==> src/rtl/duck_shot_resolver.sv <==
// Debounced trigger -> one-frame scan of the duck sprite at the crosshair -> hit/miss pulse,
// BCD score and remaining-shots bookkeeping.
module duck_shot_resolver #(
  parameter int unsigned DEBOUNCE_CYCLES = 250000,
  parameter int unsigned COOLDOWN_CYCLES = 2500000,
  parameter int unsigned MAX_SHOTS       = 3,
  parameter logic [9:0]  H_LAST          = 10'd799,
  parameter logic [9:0]  V_LAST          = 10'd524,
  parameter logic [5:0]  TRANSPARENT     = 6'h00
) (
  input  logic       clk,
  input  logic       reset,
  input  logic       trigger,
  input  logic       reload,
  input  logic [9:0] cross_x,
  input  logic [9:0] cross_y,
  input  logic [9:0] hcount,
  input  logic [9:0] vcount,
  input  logic       duck_draw,
  input  logic [5:0] duck_data,
  output logic       collision,
  output logic       miss,
  output logic [7:0] score,
  output logic [1:0] shots_left,
  output logic       busy
);

  // state      | meaning
  // S_IDLE     | waiting for a fire edge with shots remaining
  // S_WAIT     | shot armed, waiting for the next frame origin
  // S_SCAN     | sampling the sprite at the crosshair for one whole frame
  // S_RESOLVE  | one cycle: register collision or miss, bump score
  // S_COOLDOWN | dead time before the next shot can arm
  typedef enum logic [2:0] {S_IDLE, S_WAIT, S_SCAN, S_RESOLVE, S_COOLDOWN} state_t;

  localparam int unsigned DB_W = (DEBOUNCE_CYCLES > 1) ? $clog2(DEBOUNCE_CYCLES) : 1;
  localparam int unsigned CD_W = (COOLDOWN_CYCLES > 1) ? $clog2(COOLDOWN_CYCLES) : 1;
  localparam logic [DB_W-1:0] DB_LAST    = DB_W'(DEBOUNCE_CYCLES - 1);
  localparam logic [CD_W-1:0] CD_LAST    = CD_W'(COOLDOWN_CYCLES - 1);
  localparam logic [1:0]      SHOTS_FULL = 2'(MAX_SHOTS);

  state_t            state, state_next;
  logic              trig_s1, trig_s2;
  logic              db_level, db_prev;
  logic [DB_W-1:0]   db_cnt;
  logic [CD_W-1:0]   cd_cnt;
  logic              hit_flag;
  logic              fire, fire_take, frame_start, frame_end, pixel_hit;
  logic [7:0]        score_inc;

  always_ff @(posedge clk) begin
    if (reset) begin
      trig_s1 <= 1'b0;
      trig_s2 <= 1'b0;
    end else begin
      trig_s1 <= trigger;
      trig_s2 <= trig_s1;
    end
  end

  // db_cnt counts consecutive synced samples that disagree with the accepted level.
  always_ff @(posedge clk) begin
    if (reset) begin
      db_level <= 1'b0;
      db_prev  <= 1'b0;
      db_cnt   <= '0;
    end else begin
      db_prev <= db_level;
      if (trig_s2 == db_level) begin
        db_cnt <= '0;
      end else if (db_cnt == DB_LAST) begin
        db_level <= trig_s2;
        db_cnt   <= '0;
      end else begin
        db_cnt <= db_cnt + 1'b1;
      end
    end
  end

  assign fire        = db_level & ~db_prev;
  assign fire_take   = (state == S_IDLE) && fire && (shots_left != 2'd0);
  assign frame_start = (hcount == 10'd0) && (vcount == 10'd0);
  assign frame_end   = (hcount == H_LAST) && (vcount == V_LAST);
  assign pixel_hit   = duck_draw && (duck_data != TRANSPARENT) &&
                       (hcount == cross_x) && (vcount == cross_y);
  assign busy        = (state != S_IDLE);

  always_comb begin
    score_inc = score;
    if (score != 8'h99) begin
      if (score[3:0] == 4'd9) score_inc = {score[7:4] + 4'd1, 4'd0};
      else                    score_inc = {score[7:4], score[3:0] + 4'd1};
    end
  end

  always_ff @(posedge clk) begin
    if (reset) state <= S_IDLE;
    else       state <= state_next;
  end

  always_comb begin
    state_next = state;
    case (state)
      S_IDLE:     if (fire_take) state_next = S_WAIT;
      S_WAIT:     if (frame_start) state_next = S_SCAN;
      S_SCAN:     if (frame_end) state_next = S_RESOLVE;
      S_RESOLVE:  state_next = S_COOLDOWN;
      S_COOLDOWN: if (cd_cnt == CD_LAST) state_next = S_IDLE;
      default:    state_next = S_IDLE;
    endcase
  end

  always_ff @(posedge clk) begin
    if (reset) begin
      hit_flag   <= 1'b0;
      collision  <= 1'b0;
      miss       <= 1'b0;
      score      <= 8'h00;
      shots_left <= SHOTS_FULL;
      cd_cnt     <= '0;
    end else begin
      collision <= (state == S_RESOLVE) && hit_flag;
      miss      <= (state == S_RESOLVE) && !hit_flag;

      if (state == S_WAIT)                 hit_flag <= 1'b0;
      else if (state == S_SCAN && pixel_hit) hit_flag <= 1'b1;

      if (state == S_RESOLVE && hit_flag) score <= score_inc;

      if (state == S_COOLDOWN) cd_cnt <= (cd_cnt == CD_LAST) ? '0 : cd_cnt + 1'b1;
      else                     cd_cnt <= '0;

      // A reload coinciding with an accepted fire still spends that shot.
      if (fire_take)   shots_left <= reload ? SHOTS_FULL - 2'd1 : shots_left - 2'd1;
      else if (reload) shots_left <= SHOTS_FULL;
    end
  end

endmodule
==> config.mk <==
export PLATFORM = sky130hd
export DESIGN_NAME = duck_shot_resolver
export DESIGN_NICKNAME = d
export VERILOG_FILES = /design/src/rtl/duck_shot_resolver.sv
export SDC_FILE = /design/constraint.sdc
export NUM_CORES = 1
export LEC_CHECK = 0
export ABC_AREA = 1
export ABC_CLOCK_PERIOD_IN_PS = 3500
export CAP_MARGIN = 20
export CORE_MARGIN = 1
export CORE_UTILIZATION = 45
export CTS_BUF_LIST = sky130_fd_sc_hd__clkbuf_2 sky130_fd_sc_hd__clkbuf_4 sky130_fd_sc_hd__clkbuf_8
export CTS_CLUSTER_DIAMETER = 80
export DETAILED_ROUTE_END_ITERATION = 16
export DONT_BUFFER_PORTS = 1
export GPL_ROUTABILITY_DRIVEN = 1
export HOLD_SLACK_MARGIN = 0.1
export PLACE_DENSITY = 0.6
export SLEW_MARGIN = 10
export SYNTH_ARGS = -nofsm -noshare
export SYNTH_HDL_FRONTEND = slang
export SYNTH_SLANG_ARGS = --single-unit
==> constraint.sdc <==
create_clock -name clk -period 3.5 [get_ports clk]
set_clock_uncertainty 0.15 [all_clocks]
set_input_delay 0.175 -clock clk [delete_from_list [all_inputs] [get_ports clk]]
set_output_delay 0.175 -clock clk [all_outputs]
set_load 0.005 [all_outputs]
After elaboration in Yosys (flattened, before gate mapping) --
Cells that the tools add are included.
Word-level totals: bits in registers 60, input port bits 51, output and inout port bits 13, logic and storage cells 73
Cells by class: add/subtract/negate cells 5, equal/unequal tests 17, mux-type cells 9, bitwise logic cells 4, reductions and logical operators 25
Operators by type and width (count):
- $add A22 B1 Y22 const B | 1
- $eq A22 B22 Y1 const B | 1
- $eq A10 B10 Y1 | 2
- $eq A10 B10 Y1 const B | 2
- $logic_not A10 Y1 | 2
- $add A18 B1 Y18 const B | 1
- $eq A18 B18 Y1 const B | 1
- $pmux W3 S5 | 1
- $mux W3 | 4
- $logic_and A1 B1 Y1 | 10
- $add A4 B1 Y4 const B | 2
- $ne A2 B2 Y1 const B | 4
- $ne A8 B8 Y1 const B | 1
- $eq A3 B2 Y1 const B | 2
- $mux W2 | 3
- $reduce_bool A6 Y1 | 1
- $reduce_or A3 Y1 | 2
- $eq A4 B4 Y1 const B | 1
- $mux W4 | 1
- $reduce_and A2 Y1 | 2
- $reduce_and A4 Y1 | 1
- $reduce_bool A2 Y1 | 2
- $eq A3 B1 Y1 const B | 1
- $eq A3 B3 Y1 const B | 1
- 9 further kinds | 11

Depth between registers and ports, before layout --
Gate-level depths: netlist of the first run.
depth in word-level cells 6, mapped depth 10, gate-level depth less buffers 10

Least setup slack after synthesis of the first run --
Ideal clock, no wire load.
path type register -> register, start point register db_cnt[0], end point register db_cnt[11], arrival time 1.417 ns, path slack 1.819 ns, cell stages (with the launch flop) 10, buffers on the path 1, cell sequence dfxtp_1 ha_1 nand3_1 nor2_1 inv_1 nor2_1 nand2_1 nand3_2 buf_4 nor2_1
Between the ends: cells in the longest elaborated chain, start to end 2, elaborated cells between the ends (all ways) 3
Ends and longest elaborated chain:
- start: declaration | RTL line 45 | logic [DB_W-1:0] db_cnt;
- start signal: assignment | RTL line 75 | db_cnt <= db_cnt + 1'b1;
- branches (longest 2 deep; another with $add A18 B1 Y18)
Parallel ways; which one is timed is not known. A chain may end at the register's enable or synchronous reset.

Worst setup path after layout of the first run --
start point input port vcount[3], end point register hit_flag
Between the ends: cells in the longest elaborated chain, start to end 3
Ends and longest elaborated chain:
- start: declaration | RTL line 18 | input logic [9:0] vcount,
- $eq A10 B10 Y1 | RTL line 85 | (hcount == cross_x) && (vcount == cross_y);
- $logic_and A1 B1 Y1 | RTL line 85
- $logic_and A1 B1 Y1 | RTL line 126 | else if (state == S_SCAN && pixel_hit) hit_flag <= 1'b1;
- end signal: assignment | RTL line 115 | hit_flag <= 1'b0;
- end signal: assignment | RTL line 125 | if (state == S_WAIT) hit_flag <= 1'b0;
- end signal: assignment | RTL line 126
- end: declaration | RTL line 47 | logic hit_flag;
No other way between the ends.

==> flow_results.org, run 1 <==
** Flow run
- Max-cap violations in this run came to 0.

** Finish
- Measured on the finished design, the core utilization comes to 0.529.
- The number of antenna diodes in the final layout is 0.
- Highest-count cells in the layout ignoring fill and taps :: nand2_1 (108), nor2_1 (93), inv_1 (70), dfxtp_1 (60)
- After routing the design area is around 0.0037 mm².
- For this run, the post-layout net count is 574.
- Proportion of layout cells with a drive suffix above 1 :: 0.0746
- The library cell used most frequently in the layout, excluding fill and tap cells, is nand2_1.
- Relative to the synthesized area, the layout overhead comes to 10.8%.
- Fill cells in the final layout number approximately 700.

** Worst setup path
- Cell type of the slowest stage on the worst timing path :: dlygate4sd3_1
- Required time of the critical path :: 3.62 ns
- CP Depth :: 9
- Data arrives at the worst endpoint at 2.83 ns.
- Crit path launch type :: input pin
- Worst Reg-to-Reg Cells :: 8
- Counting stages on the worst path, the most repeated cell is dlygate4sd3_1.
- Type of element capturing the critical path :: flip-flop
- Crit-path leading delay family :: buffers and inverters
- On the worst path, the slowest cell contributes a delay of 0.56 ns.
- The critical path contains buffers and inverters numbering 4 combined.
- Traced cell by cell, the critical path runs through dlygate4sd3_1, a21oi_1, dlygate4sd3_1, nand2_1, nor2_1, dlygate4sd3_1, nand3_1, dlygate4sd3_1, a21oi_1.
- Along the worst path, the maximum fanout reaches 4.
- Setup Crit Path Kind :: in2reg

** Floorplan
- Core ar. :: 0.00694 mm²
- Number of I/O pins :: 64
- Initial core utilization :: 0.477
- The die is 87.8 µm wide.
- The die is 87.8 µm tall.
- The die covers 0.00771 mm².
- After floorplanning, the core was divided into 30 placement rows.

** Drt
- Starting DRT DRC Count :: 96
- For this run, design rule violations remaining after detail routing come to 0.
- Antenna Nets Post-Route :: 0
- Routed via count :: 3,034
- The final layout contains routed wiring with a total length of between 6000 and 7000 µm.
- Routed via count divided by cell count :: 4.90
- Final routed wire length divided by cell count :: 10.8 µm
- The first TritonRoute pass finished after 5 iterations.

** Synthesis
- During synthesis, Yosys emitted a total of 0 warnings.
- Share of the synthesized area in the top cell type :: 0.362
- Mean cell area of the mapped netlist :: 6.56 µm²
- Count of mapped cells out of synthesis :: 505
- Total standard cell area after synthesis :: 0.00331 mm²
- Register area share after synthesis :: 0.362
- When the netlist entered floorplanning its net count stood at 561.
- Yosys mapped the design onto 32 distinct sky130hd cell types.
- Area leader, netlist :: dfxtp_1
- Counting flops and latches in the post-synthesis netlist gives 60.
- Largest cells by area after synthesis :: dfxtp_1 (36%), nand2_1 (12%), nor2_1 (11%), inv_1 (7.9%), a21oi_1 (4.2%)

** STA
- In the finished design, the share of the clock period the worst path needs comes to 0.772.
- Final hold violation count :: 0
- Number of failing setup endpoints in the final timing report :: 0
- Unrepaired setup endpoints after global routing :: no
- Number of pins with negative max-slew slack in the final report :: 0
- Achievable Freq :: 0.370 GHz
- Total negative slack :: 0 ns
- Subtracting the final worst setup slack from the clock period gives about 2.7 ns.
- Relative slew margins :: 0.520
- Slew at the pin with the worst max-slew slack :: ~0.72 ns

** Power
- Reg power frac :: 0.481
- Total power for the finished layout comes to 1.45 mW.
- Of the total power, the share spent switching nets is 0.263.
- Combinational share of power :: 0.087
- Internal power component :: 1.07 mW
- Total leakage power :: 1.43 nW
- Clock power frac :: 0.431
- Summed over all nets, the switching power comes to 382 µW.
- Cell area power density :: around 400 mW/mm²
- IR Drop Worst-Case VDD :: about 220 µV

** GRT
- After global routing the overflow that remains totals 0.
- Wire length of the first global-routing pass :: 11,900 µm
- Maximum number of pins on one net before global-route repair :: 23
- The number of global-route vias before repair came to 2,851.
- In the global route stage, overall resource usage came out at 0.194.
- Number of antenna violations at the first check in global routing :: 0

** Clock network
- Counting every sink on the clock net gives 60.
- Bufs on Longest Clock Path :: 2
- At the later pin of the worst-skew pair, clock insertion delay measures around 0.34 ns.
- After clock tree synthesis, the clock-pin slew on the worst setup and hold paths is ~0.070 ns.
- CTS placed an instance of clkbuf_8 at the clock tree root.
- The clock tree synthesis step divided the H-tree into 3 levels.
- TritonCTS created 9 clock buffers.
- TritonCTS built the clock tree.

** Place
- Routability Congestion :: 0.811
- Half-perimeter wire length after detailed placement :: just over 5000 µm
- Placed Instance Area :: 0.00340 mm²
- Input and output buffers added on the ports amount to 0.

** Outcome
- The flow ran to the end, and the final reports show no timing, DRC or antenna violations.

** Hold path
- Counting instances, the worst hold path has a depth of 6.
- Path category of the worst min-delay check :: in2reg
==> tightest hold or removal path, stage by stage <==
cell	delay, ns
nor3_1	0.03
nand2_1	0.06
nand2_1	0.08
nand4_1	0.10
nand2_1	0.05
nor2_1	0.08
==> cells in the mapped netlist <==
master	number
a211oi_1	1
or2_0	4
o21ai_1	1
ha_1	5
buf_4	3
nor2_2	1
o211ai_1	1
nor3_2	3
nor4_1	1
xor2_1	12
nor2_4	1
inv_1	70
xnor2_1	10
o22ai_1	3
nor3_4	2
nand4_1	16
inv_2	7
dfxtp_1	60
nor3_1	14
nand2_1	108
nor2_1	93
o21ai_0	17
clkbuf_1	2
nand3_1	28
or2_2	4
a21oi_1	28
or2_1	2
nand3b_1	2
nand3_2	1
o2111ai_1	1
nand2_2	3
a21oi_2	1
==> power groups by stage <==
stage / logic (mW) / registers, mW / clock network, mW
global route: 0.152 / 0.701 / 0.676
detailed placement: 0.120 / 0.715 / 0
floorplan: 0.101 / 0.713 / 0
CTS: 0.128 / 0.699 / 0.645
global placement: 0.119 / 0.715 / 0
finish: 0.127 / 0.700 / 0.627
==> what timing repair did <==
item                                   4_1_cts  5_1_grt
hold buffers                                 7        0
endpoints found under the hold margin       33        0
buffers inserted                             0        0
gates resized for setup                      0        0
==> layer usage <==
| layer | global-route usage | up-vias | wire length (µm) |
|---|---|---|---|
| met5 | 0 | - | 0 |
| met4 | 0.0775 | 0 | 74 |
| met3 | 0.0547 | 10 | 350 |
| met2 | 0.314 | 71 | 3040 |
| met1 | 0.243 | 1319 | 3220 |
| li1 | - | 1634 | - |
==> per-stage QoR <==
| step | std cells | hold slack (ns) | setup slack (ns) |
|---|---|---|---|
| finish | 619 | 0.127 | 0.796 |
| global route | 619 | 0.199 | 0.598 |
| CTS | 619 | 0.123 | 0.813 |
| detailed placement | 596 | 0.102 | 1.45 |
| global placement | 596 | 0.102 | 1.52 |
| floorplan | 505 | 0.132 | 1.82 |
==> kinds of logic (layout without fill, tap and decap cells) <==
logic type      count (synthesis)  in the layout  synth area share
compound gates                 53             53            0.0849
fa+ha+maj                       5              5            0.0189
buf+inv                        82            100            0.0963
flops                          60             60             0.362
xor+xnor                       22             22            0.0581
simple gates                  283            283             0.379
==> state kept, by name (all words and copies together) (netlist names) <==
register / flops
cd_cnt: 22
db_cnt: 18
score: 8
state: 3
shots_left: 2
collision: 1
db_level: 1
db_prev: 1
hit_flag: 1
miss: 1
trig_s1: 1
trig_s2: 1
==> final cells by class <==
class	count	area [µm²]	area share
inverters	77	289	0.0787
repair buffers	7	70.1	0.0191
clock inverters	7	75.1	0.0204
multi-input cells	363	1790	0.488
clock buffers	9	124	0.0337
well taps	96	120	0.0327
flip-flops and latches	60	1200	0.327
==> worst paths after layout <==
kind                  start    endpoint  slack, ns
setup / recovery  vcount[3]    hit_flag       0.80
hold / removal    vcount[3]    state[1]       0.13
setup reg to reg  cd_cnt[0]  cd_cnt[17]       1.48
hold reg to reg     trig_s1     trig_s2       0.26
Power figures use the tool's default switching activity.
==> run 2, diff against run 1 <==
--- a/config.mk
+++ b/config.mk
@@ -5,8 +5,8 @@
 export SDC_FILE = /design/constraint.sdc
 export NUM_CORES = 1
 export LEC_CHECK = 0
-export ABC_AREA = 1
-export ABC_CLOCK_PERIOD_IN_PS = 3500
+export ABC_AREA = 0
+export ABC_CLOCK_PERIOD_IN_PS = 2200
 export CAP_MARGIN = 20
 export CORE_MARGIN = 1
 export CORE_UTILIZATION = 45
@@ -16,7 +16,7 @@
 export DONT_BUFFER_PORTS = 1
 export GPL_ROUTABILITY_DRIVEN = 1
 export HOLD_SLACK_MARGIN = 0.1
-export PLACE_DENSITY = 0.6
+export PLACE_DENSITY = 0.62
 export SLEW_MARGIN = 10
 export SYNTH_ARGS = -nofsm -noshare
 export SYNTH_HDL_FRONTEND = slang
==> constraint.sdc (replaced) <==
create_clock -name clk -period 2.2 [get_ports clk]
set_clock_uncertainty 0.15 [all_clocks]
set_input_delay 0.11 -clock clk [delete_from_list [all_inputs] [get_ports clk]]
set_output_delay 0.11 -clock clk [all_outputs]
set_load 0.005 [all_outputs]
==> flow_results.org, run 2 <==
** Synthesis
- The proportion of synthesized flip-flops having asynchronous set or reset is 0 (unchanged).
- Sorting the synthesized cells by area gives the leading types as dfxtp_1 (40%), xor2_1 (9.0%), xnor2_1 (6.1%), nor2_1 (5.6%), nand4_1 (4.1%).
- The synthesized instance count came to 352 (-30%).
- Share of the synthesized area in the top cell type :: 0.398 (+0.0351)
- The most used flip-flop cell after synthesis is dfxtp_1.
- Register area share after synthesis :: 0.398 (+0.0351)
- The per-instance average area after synthesis was 8.58 µm² (+31%).
- The post-synthesis net count is 408 (-27%).
- The most common cell in the synthesized netlist is dfxtp_1.
- Synth unique cells :: 43 (+34%)
- Sorting the synthesized cells by how often they occur yields dfxtp_1 (60), nor2_1 (45), xor2_1 (31).
- The number of enable flip-flop cells after synthesis was 0 (unchanged).
- The summed instance area of the synthesized netlist came to 0.00302 mm² (-8.8%).
- The largest total area in the synthesized netlist belongs to dfxtp_1.
- Number of flip-flops and latches in the synthesized netlist :: 60 (unchanged)
- The count of yosys warnings during synthesis is 0 (unchanged).

** Flow run
- Number of maximum-capacitance constraint violations :: 0 (unchanged)

** GRT
- The pin count of the biggest net entering global routing came to 22 (-4.3%).
- The number of global-route vias before repair was 2,803 (-1.7%).
- Overall overflow remaining after global route :: 0 (unchanged)
- After global routing, the most crowded layer is met2.
- Number of antenna violations at the first check in global routing :: 1 (+1)
- The met3 routing resource usage after global routing was 0.0791 (+0.0245).
- The global-route wire length before repair is 13,000 µm (+9.9%).
- The met1 demand-to-capacity share in global routing was 0.268 (+0.0247).
- Total GRT Usage :: 0.237 (+0.0427)
- Global routing usage on met2 :: 0.373 (+0.0597)

** Worst setup path
- STA classifies the critical path startpoint as an input pin.
- CP Depth :: 5 (-4)
- Crit path arrival time :: 2.25 ns (-0.58 ns)
- The path depth of the worst reg2reg path is 4 (-4).
- Buffering stage count on the worst path with inverters included :: 1 (-3)
- Setup Crit Path Kind :: in2reg
- The largest individual stage delay along the critical path comes from the cell dlygate4sd3_1.
- The peak fanout along the critical path is 3 (-1).
- Required time of the critical path :: 2.29 ns (-1.33 ns)
- Sequence of cells on the critical path :: dlygate4sd3_1, nor4_1, nand3_1, or4b_2, a211oi_1
- STA classifies the critical path endpoint as a flip-flop.
- The delay of the slowest cell on the worst path was 0.63 ns (+0.07 ns).
- Among cell families on the critical path, the largest total delay comes from simple AND/OR/NAND/NOR gates.

** Clock network
- The maximum buffer depth of the clock tree is 2 (unchanged).
- The clock latency at the later pin of the worst-skew pair is 0.33 ns (about the same).
- Deepest level of the CTS H-tree :: 3 (unchanged)
- Clock root buffer master :: clkbuf_8
- The sink count of the clock tree came to 60 (unchanged).
- Worst-path clk slew :: 0.07 ns (about the same)
- Number of buffers added by the clock tree synthesis step :: 9 (unchanged)
- TritonCTS built the clock tree.

** Drt
- The number of vias after detailed routing was 2,848 (-6.1%).
- The final routed wirelength across all metal layers came to 7790 µm (+17%).
- The count of antenna-violating nets left after detailed routing was 0 (unchanged).
- Starting DRT DRC Count :: 201 (+110%)
- The count of unresolved DRC violations after routing was 24 (+24).
- The average wire length per cell after detail routing is 15.9 µm (+47%).
- DRT Pass-1 Iters :: 11 (+6)
- Routed via count divided by cell count :: 5.81 (+19%)

** Finish
- The library cell used most frequently in the layout, excluding fill and tap cells, is dfxtp_1.
- Highest-count cells in the layout ignoring fill and taps :: dfxtp_1 (60), nor2_1 (45), dlygate4sd3_1 (43), xor2_1 (31)
- Flip-flop count of the largest register, all copies and words added :: 22 (unchanged)
- Top reg by flops :: cd_cnt
- Proportion of layout cells with a drive suffix above 1 :: 0.0825 (+0.00795)
- The count of fill cells added during filler insertion was 567 (-19%).
- Number of nets in the layout :: 463 (-19%)
- Area added between synthesis and finish :: 25.5%
- In the final layout, the registers with the most flip-flops are cd_cnt x22, db_cnt x18, score x8.

** STA
- Of the available clock period, the critical path in the final layout requires 0.983.
- Shortest period the worst path allows :: 2.16 ns
- The final-report hold violation count was 0 (unchanged).
- Relative slew margins :: 0.480 (-0.0399)
- The setup violation total in the final timing report was 0 (unchanged).
- The max-slew violation count is 0 (unchanged).
- Slew at the pin with the worst max-slew slack :: 0.777 ns (+0.0590 ns)
- Setup repair after global routing left no endpoint under its margin.
- Achievable Freq :: 0.462 GHz
- The setup TNS after final layout was 0 ns (unchanged).

** Power
- The clock network power share came to 0.478 (+0.047).
- Power dissipated by switching net loads :: 489 µW (+28%)
- The combinational share of power was 0.057 (-0.030).
- Cell area power density :: 618 mW/mm² (+56%)
- The switching share of total power is 0.209 (-0.0539).
- The largest vdd supply drop came to 402 µV (+86%).
- Reg power frac :: 0.465 (-0.016)
- The static power due to leakage is 1.26 nW (-12%).
- The cell-internal power is 1.85 mW (+73%).
- Total power after layout :: 2.34 mW (+61%)

** Floorplan
- The boundary pin count came to 64 (unchanged).
- Width of the chip :: 83.9 µm (-4.4%)
- The initial core utilization came to 0.470 (-0.00681).
- The overall die height came to 83.9 µm (-4.4%).
- The floorplan row count came to 29 (-3.3%).
- The core footprint is 0.00642 mm² (-7.5%).
- Die Area :: 0.00705 mm² (-8.6%)

** Place
- Port bufs :: 0 (unchanged)
- The final weighted congestion in routability-driven placement came to 0.839 (+3.4%).
- Half-perimeter wire length after detailed placement :: 4500 µm (-13%)

** Outcome
- Status :: complete, but fails checks
- Violations in the final reports :: design-rule violations

** Hold path
- Number of instances on the worst hold path :: 1 (-5)
- The worst hold path belongs to the class reg2reg.
run 2: cell types whose count changed in the layout (fill, tap and decap cells not counted), moves of 14 or more:
cell	before	now
a21oi_1	28	14
nand2_1	108	17
xor2_1	12	31
dlygate4sd3_1	7	43
inv_1	70	12
nor2_1	93	45
nor4_1	1	15
run 2: cells by family (layout without fill, tap and decap cells):
| logic type | count (synthesis) | count (layout) | synth area share |
|---|---|---|---|
| flops | 60 | 60 | 0.398 |
| buf+inv | 23 | 83 | 0.0393 |
| xor+xnor | 52 | 52 | 0.151 |
| simple gates | 174 | 174 | 0.312 |
| compound gates | 37 | 37 | 0.0762 |
| fa+ha+maj | 5 | 5 | 0.0207 |
| mux | 1 | 1 | 0.00331 |
| other cells | 0 | 1 | 0 |
run 2: power groups by stage:
| stage | Sequential [mW] | Combinational [mW] | Clock, mW |
|---|---|---|---|
| detailed placement | 1.11 | 0.0435 | 0 |
| finish | 1.09 | 0.133 | 1.12 |
| CTS | 1.09 | 0.121 | 1.15 |
| global placement | 1.11 | 0.0435 | 0 |
| floorplan | 1.11 | 0.0414 | 0 |
| global route | 1.09 | 0.141 | 1.21 |
run 2: stage by stage:
step,utilization,std cells,worst slack (ns),instance area [µm²],hold WS (ns)
final,0.590,490,0.0368,3790,0.290
after floorplan,-,352,0.146,3020,0.0882
after detailed placement,0.488,430,0.193,3130,0.0345
after global routing,0.590,490,0.00114,3790,0.314
after CTS,0.592,490,0.136,3800,0.299
after global placement,0.488,430,0.220,3130,0.0329
run 2: final cells by class:
class                      count  area, µm²  area share
timing repair buffer          55        520       0.137
inverter                      12       45.0      0.0119
sequential                    60       1200       0.317
clock inverter                 4       72.6      0.0191
multi-input combinational    269       1700       0.449
tap                           77       96.3      0.0254
antenna                        1       2.50    0.000660
clock buffer                  12        153      0.0403
run 2: repair_timing:
item | 4_1_cts | 5_1_grt
setup endpoints to repair | 0 | 1
endpoints found under the hold margin | 47 | 0
buffers inserted | 0 | 0
hold buffers | 44 | 0
gates resized for setup | 0 | 0
run 2: routing by layer:
metal,vias to the layer above,wire [µm]
met1,1298,3240
met3,36,608
met4,0,372
li1,1373,-
met5,-,0
met2,141,3570
run 2: path summary, 6_finish.rpt:
path | from | endpoint | slack (ns)
min | trig_s1 | trig_s2 | 0.29
max | hcount[1] | state[1] | 0.04
max reg2reg | state[2] | shots_left[0] | 0.15
min reg2reg | trig_s1 | trig_s2 | 0.29
